File: src/rtl/vga_timing_gen_pkg.sv
// Shared 640x480@60 timing constants and visible-area boundaries for the
// timing generator and the pixel-colour generators that consume its counters.
package vga_timing_pkg;

  typedef logic [9:0] coord_t;

  localparam int unsigned COORD_MAX = 1024;

  localparam int unsigned VGA_H_ACTIVE = 640;
  localparam int unsigned VGA_H_FP     = 16;
  localparam int unsigned VGA_H_SYNC   = 96;
  localparam int unsigned VGA_H_BP     = 48;
  localparam int unsigned VGA_V_ACTIVE = 480;
  localparam int unsigned VGA_V_FP     = 10;
  localparam int unsigned VGA_V_SYNC   = 2;
  localparam int unsigned VGA_V_BP     = 33;
  localparam int unsigned VGA_PIX_DIV  = 4;

  localparam int unsigned VGA_H_TOTAL = VGA_H_SYNC + VGA_H_BP + VGA_H_ACTIVE + VGA_H_FP;
  localparam int unsigned VGA_V_TOTAL = VGA_V_SYNC + VGA_V_BP + VGA_V_ACTIVE + VGA_V_FP;

  // Line/frame order is sync, back porch, active, front porch.
  localparam int unsigned VGA_H_VIS_START = VGA_H_SYNC + VGA_H_BP;
  localparam int unsigned VGA_H_VIS_END   = VGA_H_VIS_START + VGA_H_ACTIVE;
  localparam int unsigned VGA_V_VIS_START = VGA_V_SYNC + VGA_V_BP;
  localparam int unsigned VGA_V_VIS_END   = VGA_V_VIS_START + VGA_V_ACTIVE;

endpackage

File: src/rtl/vga_timing_gen_if.sv
// Timing bundle from vga_timing_gen to the pixel-colour generators and the
// board sync pins.
interface vga_timing_gen_if;
  import vga_timing_pkg::*;

  logic   hSync;
  logic   vSync;
  logic   bright;
  coord_t hCount;
  coord_t vCount;
  logic   pixelTick;
  logic   frameStart;

  modport master (
    output hSync, vSync, bright, hCount, vCount, pixelTick, frameStart
  );

  modport slave (
    input hSync, vSync, bright, hCount, vCount, pixelTick, frameStart
  );

endinterface

File: src/rtl/vga_timing_gen_pixel_div.sv
// Pixel-clock-enable divider: pix_en is high on the last of every PIX_DIV clks.
module vga_pixel_div #(
  parameter int unsigned PIX_DIV = 4
) (
  input  logic clk,
  input  logic reset,
  output logic pix_en
);

  localparam logic [3:0] DIV_LAST = 4'(PIX_DIV - 1);

  logic [3:0] div_cnt;

  assign pix_en = (div_cnt == DIV_LAST);

  always_ff @(posedge clk or posedge reset) begin
    if (reset)       div_cnt <= '0;
    else if (pix_en) div_cnt <= '0;
    else             div_cnt <= div_cnt + 4'd1;
  end

endmodule

File: src/rtl/vga_timing_gen.sv
// VGA horizontal/vertical timing generator with registered sync/bright decode.
// Define VGA_PIXEL_DIV_EN to divide clk by PIX_DIV; otherwise clk is the pixel clock.
module vga_timing_gen
  import vga_timing_pkg::*;
#(
  parameter int unsigned H_ACTIVE = VGA_H_ACTIVE,
  parameter int unsigned H_FP     = VGA_H_FP,
  parameter int unsigned H_SYNC   = VGA_H_SYNC,
  parameter int unsigned H_BP     = VGA_H_BP,
  parameter int unsigned V_ACTIVE = VGA_V_ACTIVE,
  parameter int unsigned V_FP     = VGA_V_FP,
  parameter int unsigned V_SYNC   = VGA_V_SYNC,
  parameter int unsigned V_BP     = VGA_V_BP,
  parameter int unsigned PIX_DIV  = VGA_PIX_DIV
) (
  input  logic              clk,
  input  logic              reset,
  vga_timing_gen_if.master  vga
);

  localparam int unsigned H_TOTAL = H_SYNC + H_BP + H_ACTIVE + H_FP;
  localparam int unsigned V_TOTAL = V_SYNC + V_BP + V_ACTIVE + V_FP;

  if (H_TOTAL > COORD_MAX || V_TOTAL > COORD_MAX) begin : g_bad_total
    $error("vga_timing_gen: H_TOTAL/V_TOTAL must not exceed 1024");
  end
  if (PIX_DIV < 2 || PIX_DIV > 16) begin : g_bad_div
    $error("vga_timing_gen: PIX_DIV must be in 2..16");
  end

  localparam coord_t H_LAST = 10'(H_TOTAL - 1);
  localparam coord_t V_LAST = 10'(V_TOTAL - 1);

  // 11-bit boundaries so a visible-area end of exactly 1024 does not wrap.
  localparam logic [10:0] H_SYNC_END = 11'(H_SYNC);
  localparam logic [10:0] V_SYNC_END = 11'(V_SYNC);
  localparam logic [10:0] H_VIS_BEG  = 11'(H_SYNC + H_BP);
  localparam logic [10:0] H_VIS_END  = 11'(H_SYNC + H_BP + H_ACTIVE);
  localparam logic [10:0] V_VIS_BEG  = 11'(V_SYNC + V_BP);
  localparam logic [10:0] V_VIS_END  = 11'(V_SYNC + V_BP + V_ACTIVE);

  logic   pix_en;
  coord_t h_next;
  coord_t v_next;

`ifdef VGA_PIXEL_DIV_EN
  vga_pixel_div #(.PIX_DIV(PIX_DIV)) u_div (
    .clk    (clk),
    .reset  (reset),
    .pix_en (pix_en)
  );
`else
  assign pix_en = 1'b1;
`endif

  always_comb begin
    h_next = vga.hCount;
    v_next = vga.vCount;
    if (pix_en) begin
      if (vga.hCount == H_LAST) begin
        h_next = '0;
        v_next = (vga.vCount == V_LAST) ? '0 : vga.vCount + 10'd1;
      end else begin
        h_next = vga.hCount + 10'd1;
      end
    end
  end

  // Decoding from the next counter values keeps every output on the same edge.
  always_ff @(posedge clk or posedge reset) begin
    if (reset) begin
      vga.hCount     <= '0;
      vga.vCount     <= '0;
      vga.hSync      <= 1'b0;
      vga.vSync      <= 1'b0;
      vga.bright     <= 1'b0;
      vga.pixelTick  <= 1'b0;
      vga.frameStart <= 1'b0;
    end else begin
      vga.hCount     <= h_next;
      vga.vCount     <= v_next;
      vga.hSync      <= ({1'b0, h_next} >= H_SYNC_END);
      vga.vSync      <= ({1'b0, v_next} >= V_SYNC_END);
      vga.bright     <= ({1'b0, h_next} >= H_VIS_BEG) && ({1'b0, h_next} < H_VIS_END) &&
                        ({1'b0, v_next} >= V_VIS_BEG) && ({1'b0, v_next} < V_VIS_END);
      vga.pixelTick  <= pix_en;
      vga.frameStart <= pix_en && (h_next == '0) && (v_next == '0);
    end
  end

endmodule

File: src/flat_wrapper.sv
// flat-port wrapper written by rule: the top's interface ports become plain ports
module vga_timing_gen_flat import vga_timing_pkg::*;
#(
  parameter int unsigned H_ACTIVE = VGA_H_ACTIVE,
  parameter int unsigned H_FP     = VGA_H_FP,
  parameter int unsigned H_SYNC   = VGA_H_SYNC,
  parameter int unsigned H_BP     = VGA_H_BP,
  parameter int unsigned V_ACTIVE = VGA_V_ACTIVE,
  parameter int unsigned V_FP     = VGA_V_FP,
  parameter int unsigned V_SYNC   = VGA_V_SYNC,
  parameter int unsigned V_BP     = VGA_V_BP,
  parameter int unsigned PIX_DIV  = VGA_PIX_DIV
)
  (clk, reset, vga_hSync, vga_vSync, vga_bright, vga_hCount, vga_vCount, vga_pixelTick, vga_frameStart);
  vga_timing_gen_if vga_i ();
  input  logic clk;
  input  logic reset;
  output wire logic [$bits(vga_i.hSync)-1:0] vga_hSync;
  output wire logic [$bits(vga_i.vSync)-1:0] vga_vSync;
  output wire logic [$bits(vga_i.bright)-1:0] vga_bright;
  output wire logic [$bits(vga_i.hCount)-1:0] vga_hCount;
  output wire logic [$bits(vga_i.vCount)-1:0] vga_vCount;
  output wire logic [$bits(vga_i.pixelTick)-1:0] vga_pixelTick;
  output wire logic [$bits(vga_i.frameStart)-1:0] vga_frameStart;
  assign vga_hSync = vga_i.hSync;
  assign vga_vSync = vga_i.vSync;
  assign vga_bright = vga_i.bright;
  assign vga_hCount = vga_i.hCount;
  assign vga_vCount = vga_i.vCount;
  assign vga_pixelTick = vga_i.pixelTick;
  assign vga_frameStart = vga_i.frameStart;
  vga_timing_gen #(.H_ACTIVE(H_ACTIVE), .H_FP(H_FP), .H_SYNC(H_SYNC), .H_BP(H_BP), .V_ACTIVE(V_ACTIVE), .V_FP(V_FP), .V_SYNC(V_SYNC), .V_BP(V_BP), .PIX_DIV(PIX_DIV)) u_core (.clk(clk), .reset(reset), .vga(vga_i));
endmodule
File: config.mk
export PLATFORM = sky130hd
export DESIGN_NAME = vga_timing_gen_flat
export DESIGN_NICKNAME = d
export VERILOG_FILES = /design/src/rtl/vga_timing_gen_pkg.sv /design/src/rtl/vga_timing_gen_if.sv /design/src/rtl/vga_timing_gen_pixel_div.sv /design/src/rtl/vga_timing_gen.sv /design/src/flat_wrapper.sv
export SDC_FILE = /design/constraint.sdc
export NUM_CORES = 1
export LEC_CHECK = 0
export ABC_AREA = 1
export BUFFER_PORTS_ARGS = -buffer_cell sky130_fd_sc_hd__clkbuf_2
export CORE_MARGIN = 2
export CORE_UTILIZATION = 40
export CTS_CLUSTER_DIAMETER = 120
export DETAILED_ROUTE_END_ITERATION = 10
export GPL_ROUTABILITY_DRIVEN = 0
export HOLD_SLACK_MARGIN = 0.03
export SLEW_MARGIN = 10
export SYNTH_ARGS = -nofsm -noshare
export SYNTH_HDL_FRONTEND = slang
export SYNTH_SLANG_ARGS = --single-unit
File: constraint.sdc
create_clock -name clk -period 2.1 [get_ports clk]
set_clock_uncertainty 0.2 [all_clocks]
set_input_delay 0.42 -clock clk [delete_from_list [all_inputs] [get_ports clk]]
set_output_delay 0.42 -clock clk [all_outputs]
set_load 0.005 [all_outputs]
==> run summary <==
Die Y: 65.22 µm
Syn Inst Count: 202
Pwr Total: 0.7742 mW
# rows: 22
share of layout cells above drive strength 1: 37.96%
crit path cell chain: nor2_2 -> nand3_2 -> nor2_4 -> buf_12 -> nand4_1 -> nand3_4 -> nand2_4 -> nor2_2 -> nand2_1 -> nand2_1 -> nor2_1
reg-to-reg setup timing slack: 0.09 ns
min cycle time layout: 2.011 ns
proportion of power drawn by combinational gates: 1.8%
Worst path top cell family by delay: simple AND/OR/NAND/NOR gates
root buffer cell: clkbuf_8
latest clock arrival within the worst-skew pair: 0.27 ns
Clk pwr share: 35.9%
max-slew violations: 0
run status: completed
global-route wire length before repair: 5.713 mm
Area Overhead vs Synth: 31.72%
Syn Std Cell Area: 0.001499 mm²
syn nets: 208
DR pass1 iterations: 4
Tot GR Track Use: 17.44%
pre-CTS setup slack: 0.1071 ns
critical path capture point type: flop
overflow left after global routing: 0
setup repair after global routing missed its margin: yes
Hold Startpoint: u_core.vga.hCount[0]$_DFF_PP0_
Synth cell types: 27
setup TNS: 0 ns
Starting Density: 41.25%
largest net degree at the start of global routing: 26
Die Area: 0.004253 mm²
grt peak-use layer: met2
number of global-route vias before repair: 1303
Die W: 65.22 µm
vias per cell: 4.829
Routed WL per cell: 11.83 µm
met3 usage: 2.226%
Switch Pwr: 0.1531 mW
Tcrit/Tclk final: 95.76%
cell area after layout: 0.001974 mm²
Peak supply drop: 0.3197 mV
Sw Ratio: 19.77%
sink of the worst hold path: u_core.vga.hCount[0]$_DFF_PP0_
met1 Usage GRT: 22.28%
FF-to-FF Start: u_core.vga.hCount[5]$_DFF_PP0_
CP Data Arrival Time: 1.97 ns
Antenna Nets Post-Route: 0
Synth area leaders: dfrtp_1 42%, nand2_1 14%, inv_1 7.8%
Worst path depth: 11
initial antenna violation count: 0
Core Util, Final: 54.34%
Max clock buf depth: 2
Reg power frac: 62.3%
CTS tree: yes
FILL cells: 364
# diodes: 0
MaxCap Viol Count: 0
H-tree levels: 1
core area: 0.003633 mm²
final worst slack: 0.08897 ns
Port Buffers: 26
post-synthesis register bit count: 25
crit path max fanout: 8
clock-pin slew on the worst setup and hold paths: 0.08 ns
Startpoint Class: flop
Routed WL: 3.467 mm
Yosys top cell area share: 41.74%
depth of the most critical reg-to-reg path: 11
worst hold path class: reg -> reg
Avg Cell Area, Syn: 7.420 µm²
Clock Sinks: 25
Pint: 0.6212 mW
hold path depth: 2
WS Path Type: reg -> reg
initial DRC count: 130
fmax: 497.3 MHz
global-route met2 utilization: 29.08%
total vias in the final route: 1415
DP HPWL: 2.479 mm
Residual DRC: 0
count of final setup violators: 0
Fin. Hold Viols: 0
Largest stage delay, worst path: 0.44 ns
I/O pin total: 27
pwr dens: 392.1 mW/mm²
leakage: 1.072 nW
worst r2r dst: u_core.vga.bright$_DFF_PP0_
dominant cell type by area after synthesis: dfrtp_1
nets@finish: 252
CP bufs+invs: 1
register area share after synthesis: 41.74%
yosys warns: 0
highest-delay cell along the critical path: dfrtp_1
Worst Path Required: 2.06 ns
CTS Buf Count: 3
placed cell areas: 0.001735 mm²
cell families (layout without fill, tap and decap cells):
| family | Yosys count | count (layout) | share of synthesized area (%) |
|---|---|---|---|
| XOR/XNOR | 2 | 2 | 1.169 |
| AND/OR/NAND/NOR | 125 | 125 | 39.82 |
| flip-flops | 25 | 25 | 41.74 |
| other | 1 | 1 | 0.2502 |
| AO/OA/AOI/OAI | 7 | 7 | 3.256 |
| adder cells (fa/ha/maj) | 4 | 4 | 3.339 |
| buffers and inverters | 38 | 81 | 10.43 |
sequential cells by signal, summed over array words and instances (netlist names):
| name | flops |
|---|---|
| u_core.vga.hCount | 10 |
| u_core.vga.vSync | 1 |
| u_core.vga.pixelTick | 1 |
| u_core.vga.hSync | 1 |
| u_core.vga.bright | 1 |
| u_core.vga.frameStart | 1 |
| u_core.vga.vCount | 10 |
worst max path at each step:
stage	start	to	slack, ns
2_1_floorplan	u_core.vga.hCount[0]$_DFF_PP0_	u_core.vga.frameStart$_DFF_PP0_	0.21
3_3_place_gp	u_core.vga.vCount[1]$_DFF_PP0_	u_core.vga.frameStart$_DFF_PP0_	0.16
3_5_place_dp	u_core.vga.vCount[0]$_DFF_PP0_	u_core.vga.frameStart$_DFF_PP0_	0.11
4_1_cts	u_core.vga.vCount[0]$_DFF_PP0_	u_core.vga.frameStart$_DFF_PP0_	0.08
5_1_grt	u_core.vga.vCount[0]$_DFF_PP0_	u_core.vga.bright$_DFF_PP0_	-0.06
6_report	u_core.vga.hCount[5]$_DFF_PP0_	u_core.vga.bright$_DFF_PP0_	0.09
cell type report:
| type | count | area (µm²) | area share [%] |
|---|---|---|---|
| flip-flops and latches | 25 | 629.4 | 31.88 |
| repair buffers | 41 | 275.3 | 13.94 |
| well taps | 48 | 60.06 | 3.042 |
| clock buffers | 4 | 45.04 | 2.281 |
| multi-input cells | 139 | 827.0 | 41.89 |
| inverters | 36 | 137.6 | 6.971 |
timing repair:
| action | CTS | global route |
|---|---|---|
| endpoints found under the hold margin | 25 | 0 |
| setup endpoints to repair | 0 | 3 |
| buffers inserted | 0 | 6 |
| hold buffers | 1 | 0 |
| resized for setup | 0 | 34 |
synthesized netlist by cell type:
master	count
ha_1	4
nand2_2	5
o21ai_0	2
nand4_2	1
o21bai_1	3
nor2_1	23
o211ai_1	1
clkinv_1	1
nand3_1	22
dfrtp_1	25
nand3_2	3
a21o_2	1
conb_1	1
nor2_2	3
nand4_1	7
xor2_1	2
nand3b_1	1
inv_2	3
buf_6	1
nor3_2	2
nor2_4	2
buf_4	1
nor4_1	1
nand2_1	54
inv_1	31
inv_4	1
nor3_1	1
power by group through the flow:
stage	clock (mW)	combinational (mW)	sequential, mW
after floorplan	0	0.00731	0.492
after global placement	0	0.0134	0.492
after detailed placement	0	0.0133	0.492
after CTS	0.292	0.0147	0.482
after global routing	0.323	0.0168	0.482
final	0.278	0.0140	0.482
routing by layer:
| layer | up-vias | part of all wire, % |
|---|---|---|
| met2 | 40 | 49 |
| met3 | 9 | 4.7 |
| met1 | 646 | 43 |
| li1 | 720 | - |
| met4 | 0 | 2.8 |
| met5 | - | 0 |
through the flow:
stage	std cells	hold WS [ns]
floorplan	202	0.2473
global placement	281	0.2662
detailed placement	281	0.2650
CTS	286	0.3612
global route	293	0.3850
finish	293	0.3607
worst register-to-register path, cell delays in order (launching register included):
cell and delay [ns]:
dfrtp_1 0.44, nor2_2 0.15, nand3_2 0.10, nor2_4 0.24
buf_12 0.16, nand4_1 0.17, nand3_4 0.17, nand2_4 0.06
nor2_2 0.07, nand2_1 0.06, nand2_1 0.05, nor2_1 0.04
placed cells by master, fill, tap and decap left out, drive strengths merged:
master / instances
buf: 13
nand4: 8
dlygate4sd3: 1
dfrtp: 25
xor2: 2
nor3: 3
clkbuf: 31
nand3: 25
conb: 1
nor4: 1
o21ai: 2
a21o: 1
o211ai: 1
inv: 36
nor2: 28
o21bai: 3
nand3b: 1
ha: 4
nand2: 59
(Power assumes the default switching activity.)
